`src/rtl/uart_fifo_mmio.sv`:
```
// MMIO UART with TX/RX circular FIFOs, optional even/odd parity, sticky error flags
// and a registered level interrupt.
module uart_fifo_mmio #(
  parameter int unsigned FIFO_DEPTH = 8,
  parameter int unsigned BAUD_RESET = 434
) (
  input  logic        clk,
  input  logic        rst,
  input  logic [31:0] data_address,
  input  logic [31:0] data_store,
  output logic [31:0] data_fetch,
  input  logic        data_read,
  input  logic        data_enable,
  input  logic        ser_rx,
  output logic        ser_tx,
  output logic        irq
);
  localparam int unsigned AW = $clog2(FIFO_DEPTH);
  localparam int unsigned CW = AW + 1;
  localparam logic [CW-1:0] FULL = CW'(FIFO_DEPTH);

  typedef enum logic [2:0] {StIdle, StStart, StData, StParity, StStop} state_e;

  logic [15:0]   r_baud;
  logic [4:0]    r_ctrl;
  logic          r_ovr, r_perr, r_ferr, r_drop, r_irq;
  logic [7:0]    r_tx_mem [FIFO_DEPTH];
  logic [7:0]    r_rx_mem [FIFO_DEPTH];
  logic [AW-1:0] r_tx_wp, r_tx_rp, r_rx_wp, r_rx_rp;
  logic [CW-1:0] r_tx_cnt, r_rx_cnt;
  state_e        r_tx_st, r_rx_st;
  logic [15:0]   r_tx_clk, r_tx_div, r_rx_clk, r_rx_div;
  logic [2:0]    r_tx_bit, r_rx_bit;
  logic [7:0]    r_tx_sh, r_rx_sh;
  logic          r_tx_par, r_ser_tx, r_rx_pbit;
  logic          r_rx_s1, r_rx_s2, r_rx_prev;

  logic [4:0] w_off;
  logic       w_rd, w_wr, w_w1c;
  logic       w_tx_empty, w_tx_full, w_rx_empty, w_rx_full, w_tx_busy;
  logic       w_tx_push, w_tx_pop, w_tx_end, w_drop_set;
  logic       w_rx_push, w_rx_pop, w_rx_done, w_rx_pbad, w_rx_good;
  logic       w_ovr_set, w_perr_set, w_ferr_set;
  logic [7:0] w_tx_head, w_rx_head;
  logic       w_unused;

  assign w_off      = data_address[4:0];
  assign w_rd       = data_enable & data_read;
  assign w_wr       = data_enable & ~data_read;
  assign w_w1c      = w_wr & (w_off == 5'h0C);
  assign w_unused   = ^{data_address[31:5], data_store[31:16]};

  assign w_tx_empty = (r_tx_cnt == '0);
  assign w_tx_full  = (r_tx_cnt == FULL);
  assign w_rx_empty = (r_rx_cnt == '0);
  assign w_rx_full  = (r_rx_cnt == FULL);
  assign w_tx_head  = r_tx_mem[r_tx_rp];
  assign w_rx_head  = r_rx_mem[r_rx_rp];
  assign w_tx_busy  = (r_tx_st != StIdle);

  // The transmitter pops the head byte whenever it starts a frame.
  assign w_tx_end   = (r_tx_clk == r_tx_div - 16'd1);
  assign w_tx_pop   = ~w_tx_empty & ((r_tx_st == StIdle) | ((r_tx_st == StStop) & w_tx_end));
  assign w_tx_push  = w_wr & (w_off == 5'h08) & (~w_tx_full | w_tx_pop);
  assign w_drop_set = w_wr & (w_off == 5'h08) & ~w_tx_push;

  assign w_rx_pop   = w_rd & (w_off == 5'h04) & ~w_rx_empty;
  assign w_rx_done  = (r_rx_st == StStop) & (r_rx_clk == r_rx_div);
  assign w_rx_pbad  = r_ctrl[0] & ((^{r_rx_sh, r_rx_pbit}) != r_ctrl[1]);
  assign w_ferr_set = w_rx_done & ~r_rx_s2;
  assign w_perr_set = w_rx_done & r_rx_s2 & w_rx_pbad;
  assign w_rx_good  = w_rx_done & r_rx_s2 & ~w_rx_pbad;
  assign w_rx_push  = w_rx_good & (~w_rx_full | w_rx_pop);
  assign w_ovr_set  = w_rx_good & w_rx_full & ~w_rx_pop;

  assign ser_tx = r_ser_tx;
  assign irq    = r_irq;

  always_ff @(posedge clk or posedge rst) begin
    if (rst) begin
      r_baud <= 16'(BAUD_RESET);
      r_ctrl <= '0;
      r_ovr  <= 1'b0;
      r_perr <= 1'b0;
      r_ferr <= 1'b0;
      r_drop <= 1'b0;
      r_irq  <= 1'b0;
    end else begin
      if (w_wr && w_off == 5'h00) begin
        r_baud <= (data_store[15:0] < 16'd4) ? 16'd4 : data_store[15:0];
      end
      if (w_wr && w_off == 5'h10) r_ctrl <= data_store[4:0];
      // A set event in the same cycle as its W1C keeps the flag set.
      r_ovr  <= w_ovr_set  | (r_ovr  & ~(w_w1c & data_store[4]));
      r_perr <= w_perr_set | (r_perr & ~(w_w1c & data_store[5]));
      r_ferr <= w_ferr_set | (r_ferr & ~(w_w1c & data_store[6]));
      r_drop <= w_drop_set | (r_drop & ~(w_w1c & data_store[10]));
      r_irq  <= (r_ctrl[2] & ~w_rx_empty) | (r_ctrl[3] & w_tx_empty) |
                (r_ctrl[4] & (r_ovr | r_perr | r_ferr | r_drop));
    end
  end

  always_ff @(posedge clk or posedge rst) begin
    if (rst) begin
      r_tx_wp  <= '0;
      r_tx_rp  <= '0;
      r_tx_cnt <= '0;
      r_rx_wp  <= '0;
      r_rx_rp  <= '0;
      r_rx_cnt <= '0;
    end else begin
      if (w_tx_push) r_tx_wp <= r_tx_wp + AW'(1);
      if (w_tx_pop)  r_tx_rp <= r_tx_rp + AW'(1);
      if (w_rx_push) r_rx_wp <= r_rx_wp + AW'(1);
      if (w_rx_pop)  r_rx_rp <= r_rx_rp + AW'(1);
      r_tx_cnt <= r_tx_cnt + CW'(w_tx_push) - CW'(w_tx_pop);
      r_rx_cnt <= r_rx_cnt + CW'(w_rx_push) - CW'(w_rx_pop);
    end
  end

  always_ff @(posedge clk) begin
    if (w_tx_push) r_tx_mem[r_tx_wp] <= data_store[7:0];
    if (w_rx_push) r_rx_mem[r_rx_wp] <= r_rx_sh;
  end

  always_ff @(posedge clk or posedge rst) begin
    if (rst) begin
      r_tx_st  <= StIdle;
      r_tx_clk <= '0;
      r_tx_div <= 16'(BAUD_RESET);
      r_tx_bit <= '0;
      r_tx_sh  <= '0;
      r_tx_par <= 1'b0;
      r_ser_tx <= 1'b1;
    end else if (w_tx_pop) begin
      r_tx_st  <= StStart;
      r_tx_clk <= '0;
      r_tx_div <= r_baud;
      r_tx_sh  <= w_tx_head;
      r_tx_par <= (^w_tx_head) ^ r_ctrl[1];
      r_ser_tx <= 1'b0;
    end else if (r_tx_st != StIdle) begin
      if (!w_tx_end) begin
        r_tx_clk <= r_tx_clk + 16'd1;
      end else begin
        r_tx_clk <= '0;
        case (r_tx_st)
          StStart: begin
            r_tx_st  <= StData;
            r_tx_bit <= '0;
            r_ser_tx <= r_tx_sh[0];
          end
          StData: begin
            if (r_tx_bit == 3'd7) begin
              r_tx_st  <= r_ctrl[0] ? StParity : StStop;
              r_ser_tx <= r_ctrl[0] ? r_tx_par : 1'b1;
            end else begin
              r_tx_bit <= r_tx_bit + 3'd1;
              r_tx_sh  <= {1'b0, r_tx_sh[7:1]};
              r_ser_tx <= r_tx_sh[1];
            end
          end
          StParity: begin
            r_tx_st  <= StStop;
            r_ser_tx <= 1'b1;
          end
          default: begin
            r_tx_st  <= StIdle;
            r_ser_tx <= 1'b1;
          end
        endcase
      end
    end
  end

  // Bit timing counts from 1 on the cycle after the synchronised falling edge.
  always_ff @(posedge clk or posedge rst) begin
    if (rst) begin
      r_rx_s1   <= 1'b1;
      r_rx_s2   <= 1'b1;
      r_rx_prev <= 1'b1;
      r_rx_st   <= StIdle;
      r_rx_clk  <= '0;
      r_rx_div  <= 16'(BAUD_RESET);
      r_rx_bit  <= '0;
      r_rx_sh   <= '0;
      r_rx_pbit <= 1'b0;
    end else begin
      r_rx_s1   <= ser_rx;
      r_rx_s2   <= r_rx_s1;
      r_rx_prev <= r_rx_s2;
      case (r_rx_st)
        StIdle: begin
          if (r_rx_prev && !r_rx_s2) begin
            r_rx_st  <= StStart;
            r_rx_clk <= 16'd1;
            r_rx_div <= r_baud;
          end
        end
        StStart: begin
          if (r_rx_clk == (r_rx_div >> 1)) begin
            r_rx_st  <= r_rx_s2 ? StIdle : StData;
            r_rx_clk <= 16'd1;
            r_rx_bit <= '0;
          end else begin
            r_rx_clk <= r_rx_clk + 16'd1;
          end
        end
        StData: begin
          if (r_rx_clk == r_rx_div) begin
            r_rx_clk <= 16'd1;
            r_rx_sh  <= {r_rx_s2, r_rx_sh[7:1]};
            r_rx_bit <= r_rx_bit + 3'd1;
            if (r_rx_bit == 3'd7) r_rx_st <= r_ctrl[0] ? StParity : StStop;
          end else begin
            r_rx_clk <= r_rx_clk + 16'd1;
          end
        end
        StParity: begin
          if (r_rx_clk == r_rx_div) begin
            r_rx_clk  <= 16'd1;
            r_rx_pbit <= r_rx_s2;
            r_rx_st   <= StStop;
          end else begin
            r_rx_clk <= r_rx_clk + 16'd1;
          end
        end
        default: begin
          if (r_rx_clk == r_rx_div) r_rx_st <= StIdle;
          else r_rx_clk <= r_rx_clk + 16'd1;
        end
      endcase
    end
  end

  always_comb begin
    data_fetch = 32'h0;
    if (w_rd) begin
      case (w_off)
        5'h00:   data_fetch = {16'h0, r_baud};
        5'h04:   data_fetch = {24'h0, w_rx_empty ? 8'h00 : w_rx_head};
        5'h0C:   data_fetch = {21'h0, r_drop, r_ser_tx, r_rx_s2, w_tx_busy, r_ferr, r_perr,
                               r_ovr, w_rx_full, w_rx_empty, w_tx_full, w_tx_empty};
        5'h10:   data_fetch = {27'h0, r_ctrl};
        5'h14:   data_fetch = {16'h0, 8'(r_rx_cnt), 8'(r_tx_cnt)};
        default: data_fetch = 32'h0;
      endcase
    end
  end

endmodule

```
`config.mk`:
```
export PLATFORM = sky130hd
export DESIGN_NAME = uart_fifo_mmio
export DESIGN_NICKNAME = d
export VERILOG_FILES = /design/src/rtl/uart_fifo_mmio.sv
export SDC_FILE = /design/constraint.sdc
export NUM_CORES = 1
export LEC_CHECK = 0
export BUFFER_PORTS_ARGS = -buffer_cell sky130_fd_sc_hd__buf_2
export CAP_MARGIN = 25
export CELL_PAD_IN_SITES_DETAIL_PLACEMENT = 0
export CELL_PAD_IN_SITES_GLOBAL_PLACEMENT = 2
export CORE_ASPECT_RATIO = 0.5
export CORE_MARGIN = 1.5
export CORE_UTILIZATION = 35
export DETAILED_ROUTE_END_ITERATION = 10
export HOLD_SLACK_MARGIN = 0.02
export PLACE_DENSITY_LB_ADDON = 0.2
export SYNTH_ARGS = -nofsm -noshare
export SYNTH_HDL_FRONTEND = slang
export SYNTH_SLANG_ARGS = --single-unit
export TNS_END_PERCENT = 1
```
`constraint.sdc`:
```
create_clock -name clk -period 6 [get_ports clk]
set_input_delay 1.8 -clock clk [delete_from_list [all_inputs] [get_ports clk]]
set_output_delay 1.8 -clock clk [all_outputs]
set_load 0.01 [all_outputs]
```
-- Word level (Yosys, flattened, before mapping)
Memory sizes are Yosys's and may differ from the RTL's.
Index checks and enable logic that the tools add are counted.
- bits in writable memories: 128
- output and inout bits: 34
- flip-flop bits (word level): 144
- memories: 2
- $lt $le $gt $ge: 1
- bitwise gates (word level): 57
- equal/unequal tests: 30
- multiplexer cells: 46
- add/subtract/negate cells: 13
- reductions and logical operators: 29
- memories (memory ; depth ; bits a word ; rd ports ; clocked after memory_dff ; wr ports ; RTL line ; RTL):
    r_rx_mem ; 8 ; 8 ; 1 ; 0 ; 1 ; 28 ; logic [7:0] r_rx_mem [FIFO_DEPTH];
    r_tx_mem ; 8 ; 8 ; 1 ; 0 ; 1 ; 27 ; logic [7:0] r_tx_mem [FIFO_DEPTH];
- operator list (cell ; count):
    $mux 16 ; 9
    $pmux 16 s5 ; 1
    $mux 8 ; 6
    $pmux 16 s3 ; 1
    $mux 3 ; 14
    $add 16x1->16 const B ; 2
    $eq 16x16->1 ; 2
    $and 1x1->1 ; 30
    $add 3x1->3 const B ; 6
    $eq 16x15->1 ; 1
    $lt 16x3->1 const B ; 1
    $sub 16x1->16 const B ; 1
    $ne 2x2->1 const B ; 7
    $not 1->1 ; 14
    $eq 3x2->1 const B ; 4
    $eq 3x3->1 const B ; 4
    $or 1x1->1 ; 12
    $pmux 3 s2 ; 2
    $pmux 3 s4 ; 1
    $eq 5x4->1 const B ; 2
    $eq 5x5->1 const B ; 2
    $reduce_and 2->1 ; 5
    $reduce_bool 2->1 ; 5
    $mux 1 ; 9
    other kinds (25) ; 35

-- Depth between registers and ports, before layout
- depth in word-level cells: 10
- gate-level depth with buffers: 18

-- Least setup slack after synthesis
OpenSTA, ideal clock, no wires.
- path type: input-to-output
- start: input port data_address[1]
- end: output port data_fetch[1]
- cell stages on the path: 5
- path slack: 853 ps
- buffers on the path: 1
- arrival time: 3347 ps
- cells stage by stage: or4b_2 -> nor2_1 -> clkbuf_1 -> a22oi_1 -> a31oi_1
- longest elaborated chain between the ends: 3
- elaborated cells between the ends (all ways): 7
- those cells by class: eq/ne (4); mux (2); reduce/logical (1)
- RTL lines (element ; RTL line ; RTL):
    start: declaration ; 9 ; input logic [31:0] data_address,
    $eq 5x5->1 (tied with other cells) ; 239 ; case (w_off)
    $pmux 16 s5 * ; 239 ;
    $mux 16 * ; 238 ; if (w_rd) begin
    end: declaration ; 11 ; output logic [31:0] data_fetch,
Every way passes the cells marked *; elsewhere a longest branch is shown, timed or not.

-- Worst setup path in the final report
- start: input port data_address[1]
- end: output port data_fetch[3]
Same word-level chain as after synthesis.

==> flow_metrics.tcl <==
set metrics [dict create \
    final_cell_count_no_fill 1551 \
    core_region_area_sq_um 36300 \
    fillers 3430 \
    synth.largest_area_cell "edfxtp_1" \
    grt_max_degree 83 \
    drt-wirelength-per-cell_um 19.2 \
    worst_setup_path_start_kind "primary input" \
    antenna_found_initial 1 \
    leading_cell_types_by_total_area_after_synthesis "edfxtp_1 29%, dfrtp_1 24%, mux2_2 6.6%, mux4_2 5.5%, dfstp_2 3.8%" \
    globalRouteTotalUtil 0.159 \
    ys_types 69 \
    clk_latency_ns 0.54 \
    finalNetCount 1138 \
    post-cts-setup-buffer-count 0 \
    cts_tree "done" \
    cts_made_buffers 26 \
    worst_slew_pin_slew_ns 0.849 \
    p_leak_nw 5.93 \
    synth-seq-cells 272 \
    globalRouteOverflowTotal 0 \
    slew-limit-headroom 0.432 \
    routed-via-count 7906 \
    synth_enable_flop_cells 128 \
    fp.dieArea_sq_um 38500 \
    clk_root_buffer_cell "clkbuf_16" \
    reg2reg_depth 12 \
    post_synth_instance_area_sq_um 13000 \
    synth-warning-count 0 \
    dr_vias_cell 5.10 \
    initialDrtViolationCount 430 \
    io_pins 103 \
    rsz_0062_raised_after_global_routing "no" \
    fin_setup_tns_ns 0 \
    cts.htree.levels 1 \
    worst-endpoint-arrival_ns 3.56 \
    cts.clk_slew.worst_paths_ns 0.07 \
    cts-hold-fix-buffers 0 \
    max_freq_ghz 0.187 \
    crit_type "primary input to output port" \
    total_power_divided_by_cell_area_nw_per_um2 424 \
    multiInputGateArea_sq_um 5210 \
    final_period_minus_worst_setup_slack_ns 5.36 \
    placer_congestion 0.799 \
    core.rowCount 49 \
    timing.hold.ws_ns 0.360 \
    placed_cells_incl_taps 1502 \
    ys_async_sr_fraction 0.529 \
    final_min_period_over_clock_period 0.893 \
    die-height_um 139 \
    critical_path.endpoint_type "output port" \
    wire_length_of_the_first_global_routing_pass_um 47300 \
    cts_resized 0 \
    area.growth.synth_to_final_pct 13.7 \
    die_width_um 276 \
    outcome "completed" \
    final.setup_skew_ns 0.00965 \
    drive_above_1_share 0.243 \
    timing.final.hold_violations 0 \
    drt.antenna.violating_nets 0 \
    starting_utilization_of_the_core_area 0.359 \
    yosys.cell_count.top_type "edfxtp_1" \
    worstHoldPathCells 0 \
    detailed_place_hpwl_um 20500 \
    drt_pre_antenna_iters 5 \
    final-setup-viol-count 0 \
    synth_largest_type_area_fraction 0.295 \
    place_ws_ns 0.654 \
    setup_slack_ns 0.644 \
    critPathRequiredTime_ns 4.20 \
    synth_cell_count_leaders "128 x edfxtp_1, 125 x dfrtp_1, 76 x mux2_2, 62 x nor2_1, 60 x nand2_1" \
    crit_fanout 12 \
    cts_max_path_buffers 3 \
    power.ir.vdd_worst_v 0.000213 \
    route.final.wire_length_um 29800 \
    grt_pass1_vias 7971 \
    drc 0 \
    clock_sink_count 272 \
    worstHoldPathType "register to register" \
    layout.area.seq_sq_um 7470 \
    synthFlopType "edfxtp_1" \
    synth_sequential_area_ratio 0.573 \
    buffer_ports.inserted 43 \
    drv_cap 0 \
    fin_total_pwr_mw 6.29 \
    postSynthCellCount 990 \
    synth.avg_cell_area_sq_um 13.2 \
    report.final.slew_viol_count 0 \
]
-- path summary, 6_finish.rpt --
| path | slack (ns) | end | startpoint |
|---|---|---|---|
| worst max-delay path | 0.64 | data_fetch[3] | data_address[1] |
| worst min-delay path | 0.36 | r_rx_s2$_DFF_PP1_ | r_rx_s1$_DFF_PP1_ |
| worst max register to register | 1.68 | r_tx_mem[4][5]$_DFFE_PP_ | r_tx_div[0]$_DFFE_PP0P_ |
| worst min register to register | 0.36 | r_rx_s2$_DFF_PP1_ | r_rx_s1$_DFF_PP1_ |
| max in group asynchronous | 3.55 | ser_tx$_DFFE_PP1P_ | rst |
| min in group asynchronous | 1.38 | r_rx_bit[0]$_DFFE_PP0P_ | rst |
-- placed cells by master (no fill, tap or decap), types with 5 or more instances in the layout --
cell / count
edfxtp_1: 128
dfrtp_1: 125
mux2_2: 76
nor2_1: 62
nand2_1: 60
xnor2_1: 55
xor2_1: 47
buf_2: 43
inv_1: 37
mux4_2: 32
o21ai_0: 29
clkbuf_16: 27
buf_4: 26
ha_1: 21
nand4_1: 20
dfstp_2: 19
nand3_1: 18
mux2i_1: 18
a21oi_1: 16
conb_1: 16
nand2b_1: 14
nor3_1: 14
and3_1: 13
nor4_1: 11
a22oi_1: 9
or3_1: 8
a21o_1: 7
nor3b_1: 7
a222oi_1: 7
o211ai_1: 6
and2_1: 6
a31oi_1: 6
bufinv_16: 6
clkinv_1: 6
nor2b_1: 5
-- cell type report --
| type | instances | area share |
|---|---|---|
| repair buffers | 70 | 0.0295 |
| flip-flops and latches | 272 | 0.504 |
| clock inverters | 17 | 0.0158 |
| multi-input cells | 637 | 0.351 |
| inverters | 39 | 0.0102 |
| well taps | 484 | 0.0409 |
| diodes | 1 | 0.000169 |
| clock buffers | 31 | 0.0480 |
-- sequential cells by signal, indices dropped and copies added, names as in the netlist, 4 cells and up --
name      cells
r_ctrl        5
r_tx_clk     16
r_tx_mem     64
r_baud       16
r_tx_div     16
r_rx_sh       8
r_rx_cnt      4
r_rx_div     16
r_rx_mem     64
r_tx_sh       8
r_rx_clk     16
r_tx_cnt      4
-- where the power goes --
part	internal (mW)	switching, mW	total, mW
sequential	2.24	0.440	2.68
combinational	0.917	0.864	1.78
clock	1.10	0.724	1.83
-- per-stage QoR --
step,util,area (sq um)
floorplan,-,13100
global placement,0.381,13800
detailed placement,0.382,13900
CTS,0.408,14800
global route,0.408,14800
finish,0.408,14800
-- logic make-up (layout without fill, tap and decap cells) --
kind of cell	Yosys count	after routing	synth area share
compound gates	106	106	0.0557
xor+xnor	102	102	0.0685
fa+ha+maj	23	23	0.0232
buf+inv	96	157	0.0337
flops	272	272	0.573
mux	127	127	0.136
other cells	1	17	0.000288
simple gates	263	263	0.110
-- worst max-delay path: stages --
cell      delay, ns
buf_2          0.11
or4b_2         0.71
nor2_1         0.15
o211ai_1       0.32
a31oi_1        0.30
buf_2          0.17
-- metal layers --
layer | global-route usage | wire length [um] | vias to the layer above
li1 | - | - | 3717
met5 | 0 | 0 | -
met3 | 0.0290 | 1010 | 39
met4 | 0.0312 | 478 | 0
met1 | 0.237 | 14900 | 4055
met2 | 0.241 | 13500 | 95
No activity file was read; power rests on OpenSTA's default activity.
